## src/rtl/cp0_unit_pkg.sv

```systemverilog
// CP0 register indices, exception codes and field positions
// shared by the coprocessor-0 unit and its users.
package cp0_unit_pkg;

  localparam logic [4:0] CP0_SR    = 5'd12;
  localparam logic [4:0] CP0_CAUSE = 5'd13;
  localparam logic [4:0] CP0_EPC   = 5'd14;
  localparam logic [4:0] CP0_PRID  = 5'd15;

  localparam logic [4:0] EXC_INT  = 5'd0;
  localparam logic [4:0] EXC_ADEL = 5'd4;
  localparam logic [4:0] EXC_ADES = 5'd5;
  localparam logic [4:0] EXC_RI   = 5'd10;
  localparam logic [4:0] EXC_OV   = 5'd12;

  localparam int SR_IE    = 0;
  localparam int SR_EXL   = 1;
  localparam int SR_IM_LO = 10;
  localparam int SR_IM_HI = 15;

  localparam int CAUSE_EXC_LO = 2;
  localparam int CAUSE_EXC_HI = 6;
  localparam int CAUSE_IP_LO  = 10;
  localparam int CAUSE_IP_HI  = 15;
  localparam int CAUSE_BD     = 31;

endpackage

```

## src/rtl/cp0_unit.sv

```systemverilog
// Coprocessor 0: SR/Cause/EPC/PRId, interrupt and
// exception arbitration, mfc0/mtc0 and eret support.
module cp0_unit
  import cp0_unit_pkg::*;
#(
  parameter logic [31:0] PRID_VALUE = 32'h2021_0077,
  parameter int          HWINT_W    = 6
) (
  input  logic               clk,
  input  logic               reset,
  input  logic [4:0]         A,
  input  logic [31:0]        DIn,
  input  logic               we,
  input  logic [31:0]        PC_M,
  input  logic               BD_in,
  input  logic [4:0]         ExcCode_in,
  input  logic [HWINT_W-1:0] HWInt,
  input  logic               EXL_clr,
  output logic               int_exc_req,
  output logic [31:0]        EPC_out,
  output logic [31:0]        DOut
);

  logic [5:0]  im_q, im_d;
  logic        exl_q, exl_d;
  logic        ie_q, ie_d;
  logic        bd_q, bd_d;
  logic [5:0]  ip_q, ip_d;
  logic [4:0]  exc_q, exc_d;
  logic [29:0] epc_q, epc_d;

  logic        int_req;
  logic        exc_req;
  logic        wr;
  logic [31:0] sr_word;
  logic [31:0] cause_word;
  logic [31:0] epc_word;
  logic        unused_pc;

  assign unused_pc = ^PC_M[1:0];

  always_comb begin
    int_req = reset & (|(HWInt & im_q)) & ie_q & ~exl_q;
    exc_req = reset & (ExcCode_in != 5'd0) & ~exl_q;
    int_exc_req = int_req | exc_req;
    wr = we & ~int_exc_req;
  end

  always_comb begin
    sr_word = 32'd0;
    sr_word[SR_IM_HI:SR_IM_LO] = im_q;
    sr_word[SR_EXL] = exl_q;
    sr_word[SR_IE] = ie_q;
    cause_word = 32'd0;
    cause_word[CAUSE_BD] = bd_q;
    cause_word[CAUSE_IP_HI:CAUSE_IP_LO] = ip_q;
    cause_word[CAUSE_EXC_HI:CAUSE_EXC_LO] = exc_q;
    epc_word = {epc_q, 2'b00};
  end

  always_comb begin
    DOut = 32'd0;
    unique case (1'b1)
      (A == CP0_SR):    DOut = sr_word;
      (A == CP0_CAUSE): DOut = cause_word;
      (A == CP0_EPC):   DOut = epc_word;
      (A == CP0_PRID):  DOut = PRID_VALUE;
      default:          DOut = 32'd0;
    endcase
  end

  // Bypass so an mtc0 EPC followed by eret sees the new value
  always_comb begin
    EPC_out = epc_word;
    if (we && (A == CP0_EPC)) begin
      EPC_out = {DIn[31:2], 2'b00};
    end
  end

  always_comb begin
    im_d  = im_q;
    exl_d = exl_q;
    ie_d  = ie_q;
    bd_d  = bd_q;
    ip_d  = HWInt;
    exc_d = exc_q;
    epc_d = epc_q;
    if (wr && (A == CP0_SR)) begin
      im_d  = DIn[SR_IM_HI:SR_IM_LO];
      exl_d = DIn[SR_EXL];
      ie_d  = DIn[SR_IE];
    end
    if (wr && (A == CP0_EPC)) begin
      epc_d = DIn[31:2];
    end
    if (EXL_clr) begin
      exl_d = 1'b0;
    end
    if (int_exc_req) begin
      exl_d = 1'b1;
      exc_d = int_req ? EXC_INT : ExcCode_in;
      bd_d  = BD_in;
      epc_d = BD_in ? (PC_M[31:2] - 30'd1)
                    : PC_M[31:2];
    end
  end

  always_ff @(posedge clk) begin
    if (!reset) begin
      im_q  <= '0;
      exl_q <= 1'b0;
      ie_q  <= 1'b0;
      bd_q  <= 1'b0;
      ip_q  <= '0;
      exc_q <= '0;
      epc_q <= '0;
    end else begin
      im_q  <= im_d;
      exl_q <= exl_d;
      ie_q  <= ie_d;
      bd_q  <= bd_d;
      ip_q  <= ip_d;
      exc_q <= exc_d;
      epc_q <= epc_d;
    end
  end

endmodule

```

## config.mk

```make
export PLATFORM = sky130hd
export DESIGN_NAME = cp0_unit
export DESIGN_NICKNAME = d
export VERILOG_FILES = /design/src/rtl/cp0_unit_pkg.sv /design/src/rtl/cp0_unit.sv
export SDC_FILE = /design/constraint.sdc
export NUM_CORES = 1
export LEC_CHECK = 0
export CAP_MARGIN = 20
export CORE_ASPECT_RATIO = 0.8
export CORE_UTILIZATION = 43
export CTS_CLUSTER_DIAMETER = 200
export DETAILED_ROUTE_END_ITERATION = 7
export PLACE_DENSITY_LB_ADDON = 0.12
export SLEW_MARGIN = 5
export SYNTH_ARGS = -nofsm -noshare
export SYNTH_HDL_FRONTEND = slang
export SYNTH_SLANG_ARGS = --single-unit
```

## constraint.sdc

```tcl
create_clock -name clk -period 2.1 [get_ports clk]
set_input_delay 0.42 -clock clk [delete_from_list [all_inputs] [get_ports clk]]
set_output_delay 0.42 -clock clk [all_outputs]
set_load 0.005 [all_outputs]
```

==> summary.md <==
| Metric | Value |
|---|---|
| Cell Area, Synth | 3360 um^2 |
| Area post-placement | 5290 um^2 |
| DIE AREA | 8180 um^2 |
| Hold path start | HWInt[5] |
| Clock Pin Slew Worst Setup and Hold Paths | 100 ps |
| Failing checks | negative setup slack |
| Tcrit/Tclk final | 1.02 |
| Net Sw Power | 0.755 mW |
| Placer Congestion | 0.862 |
| Power Total | 2.51 mW |
| Clk sinks | 50 |
| Number of antenna diodes | 0 |
| Vias/cell | 5.56 |
| Switching Fraction | 0.301 |
| Synth top area cells | dfxtp_1 30%, mux2_2 10%, o211a_1 6.3%, mux2i_1 5.1%, nand2_1 3.8% |
| Post-synth EDFFs | 0 |
| Rows | 28 |
| FF-to-FF End | epc_q[16] |
| Top delay family on crit path | simple AND/OR/NAND/NOR gates |
| Filler cell count | 522 |
| Register area share after synthesis | 0.298 |
| Crit path kind | input pin to output pin |
| R2r worst-path depth | 6 |
| Worst hold path type | input pin to flip-flop |
| CTS buffer count | 5 |
| Worst setup EP type | output pin |
| Final worst slack | -33.3 ps |
| Part of the power in registers | 0.424 |
| Vias | 3951 |
| Layout cells sized above 1 | 0.334 |
| Crit-path cells | buf_6 > and3b_2 > and3_4 > buf_12 > buf_12 > mux2_4 > buf_6 |
| Slew headroom | 0.603 |
| Slew @ Worst Pin | 595 ps |
| Worst hold path depth | 2 |
| CP Launch Type | input pin |
| Status | finished with violations |
| Synth area leader | dfxtp_1 |
| Synth top area share | 0.298 |
| Chip width | 101 um |
| Nets | 691 |
| CP max stage cell | mux2_4 |
| RSZ-0062 raised after global routing | true |
| Main flop type after synthesis | dfxtp_1 |
| Average routed wire per standard cell | 19.1 um |
| CP Max Fanout | 6 |
| Flops & latches, synth | 50 |
| Vias in the first global route | 3863 |
| Die Y | 81.1 um |
| Final min period | 2130 ps |
| Buffer depth of the longest clock path | 2 |
| CTS tree | built |
| Hold Slack | 393 ps |
| Setup violations, final | 20 |
| Drt total wl | 13.6 mm |
| Post-route core utilization | 0.804 |
| Clk pwr share | 0.233 |
| Buffers on Ports | 145 |
| Initial antenna violation count | 0 |
| Gr ovfl total | 0 |
| FMAX | 469 MHz |
| Pwr dens | 416 nW/um^2 |
| H-tree Lvls | 2 |
| Hold Violations, Final | 0 |
| Buf/Inv on CP | 4 |
| R2R Setup Slk | 110 ps |
| Max Cap Viol | 0 |
| Final Cell Area | 6020 um^2 |
| Post-synthesis area per instance | 8.67 um^2 |
| Final Instance Count excl. Fillers | 710 |
| Sum Neg Setup Slack | -380 ps |
| Area delta synth->final | 79.1% |
| Clk root buf | clkbuf_8 |
| Ports | 150 |
| DRT Pass-1 Iters | 7 |
| R2r startpoint | im_q[3] |
| Post-synthesis async set-or-reset flop share | 0 |
| All-Layer GR Usage | 0.316 |
| CP required | 1680 ps |
| Leak Pwr | 2.98 nW |
| Int Pwr | 1.75 mW |
| Drt drc | 0 |
| Place WS | -664 ps |
| Max-slew violations | 0 |
| Starting density of the core | 0.449 |
| Slowest stage delay, CP | 320 ps |
| Worst hold endpoint | ip_q[5] |
| First-pass GRT wire length | 19.8 mm |
| # hold bufs at CTS | 0 |
| Largest net degree at the start of global routing | 58 |
| Crit path DAT | 1710 ps |
| Antenna Nets Post-Route | 0 |
| Core area | 7500 um^2 |
| Placed instance count | 670 |
| Initial drt markers | 244 |
| Power share of the combinational group | 0.343 |
| Max IR drop VDD | 0.000315 V |
| Mapped Cells | 388 |
| Clock latency on the worst-skew pair | 310 ps |
| HPWL Detailed | 8.53 mm |
| Setup Skew | 8.94 ps |
| Warnings from Yosys | 0 |
| Post-synth cell types | 50 |
## routing by layer
layer,vias up,GRT usage,wire [um]
met2,190,0.534,6570
met3,29,0.0680,990
met4,0,0.114,329
li1,1837,-,-
met1,1895,0.401,5680
met5,-,0,0
## Yosys cell counts, types with 2 or more instances
library cell / instances
nand3_1: 15
nand4_1: 3
nand2b_1: 12
a22oi_1: 10
nor4_2: 5
and3_1: 16
or4_1: 8
nor2b_1: 12
inv_1: 3
buf_2: 11
and2_1: 6
xor2_1: 11
nor3_1: 8
mux2i_1: 17
or3_1: 3
mux2_2: 30
nor4_4: 2
dfxtp_1: 50
o31ai_1: 5
o21ai_1: 5
a21oi_1: 12
xnor2_1: 10
nor4_1: 5
clkbuf_1: 13
nand2_1: 34
or2_2: 2
o21ai_0: 8
buf_4: 4
nor2_1: 24
nand3b_1: 4
o211a_1: 21
## layout by cell type (no fill, tap or decap), types with 8 or more instances in the layout
master           synthesis  layout
xnor2_1                 10      10
buf_2                   11      13
dlymetal6s2s_1           0      22
and3_1                  16      15
a21oi_1                 12      12
nand2_1                 34      34
nor2_1                  24      23
nand2b_1                12      12
nand3_1                 15      14
mux2i_1                 17      17
dfxtp_1                 50      50
o21ai_0                  8       8
xor2_1                  11      11
o211a_1                 21      21
buf_12                   0       9
nor2b_1                 12      10
buf_6                    0      29
dlygate4sd2_1            0       9
buf_4                    4      75
mux2_4                   0      30
clkdlybuf4s50_1          0      74
## worst max path at each step
| stage | cells past startpoint | slack [ps] | startpoint | endpoint |
|---|---|---|---|---|
| 5_1_grt | 7 | -60 | A[4] | EPC_out[29] |
| 2_1_floorplan | 4 | 60 | ExcCode_in[0] | int_exc_req |
| 4_1_cts | 8 | -100 | A[4] | EPC_out[26] |
| 3_3_place_gp | 6 | -640 | A[1] | EPC_out[14] |
| 3_5_place_dp | 6 | -660 | A[1] | EPC_out[23] |
| 6_report | 7 | -30 | A[4] | EPC_out[26] |
## flip-flops by register name, indices dropped and copies added (netlist names)
signal  count
bd_q        1
exc_q       5
exl_q       1
ie_q        1
epc_q      30
ip_q        6
im_q        6
## cell families after synthesis
logic type,Yosys count,share of synthesized area
and+or+nand+nor,169,0.301
DFF,50,0.298
AOI/OAI and AO/OA,66,0.146
xor gates and xnor gates,21,0.0547
adders and majority gates,1,0.00372
other,1,0.00112
buffers and inverters,33,0.0454
muxes,47,0.151
## worst reg2reg max path, cell delays in order, from the launching register on
cell,delay [ps]
dfxtp_1,340
a22oi_2,270
a31oi_4,160
o31ai_4,360
buf_4,460
nand2b_1,150
o211a_1,150
## layout make-up
cell class / instances / area [um^2] / area share
multi-input cells: 308 / 2490 / 0.413
repair buffers: 236 / 2300 / 0.383
flip-flops and latches: 50 / 1000 / 0.166
well taps: 105 / 131 / 0.0218
clock buffers: 5 / 68.8 / 0.0114
clock inverters: 2 / 15.0 / 0.00249
inverters: 4 / 15.0 / 0.00249
## power groups by stage
| stage | logic (mW) | clock network, mW | registers (mW) |
|---|---|---|---|
| 3_5_place_dp | 0.762 | 0 | 1.08 |
| 3_3_place_gp | 0.744 | 0 | 1.08 |
| 2_1_floorplan | 0.319 | 0 | 1.06 |
| 6_report | 0.861 | 0.584 | 1.06 |
| 5_1_grt | 0.913 | 0.639 | 1.07 |
| 4_1_cts | 0.810 | 0.588 | 1.06 |
## what timing repair did
action | CTS | global route
resized for setup | 236 | 43
setup endpoints to repair | 101 | 72
buffers inserted | 18 | 13
cloned | 2 | 3
pin swaps | 14 | 13
Note: power is estimated with default switching activity, not from simulation.
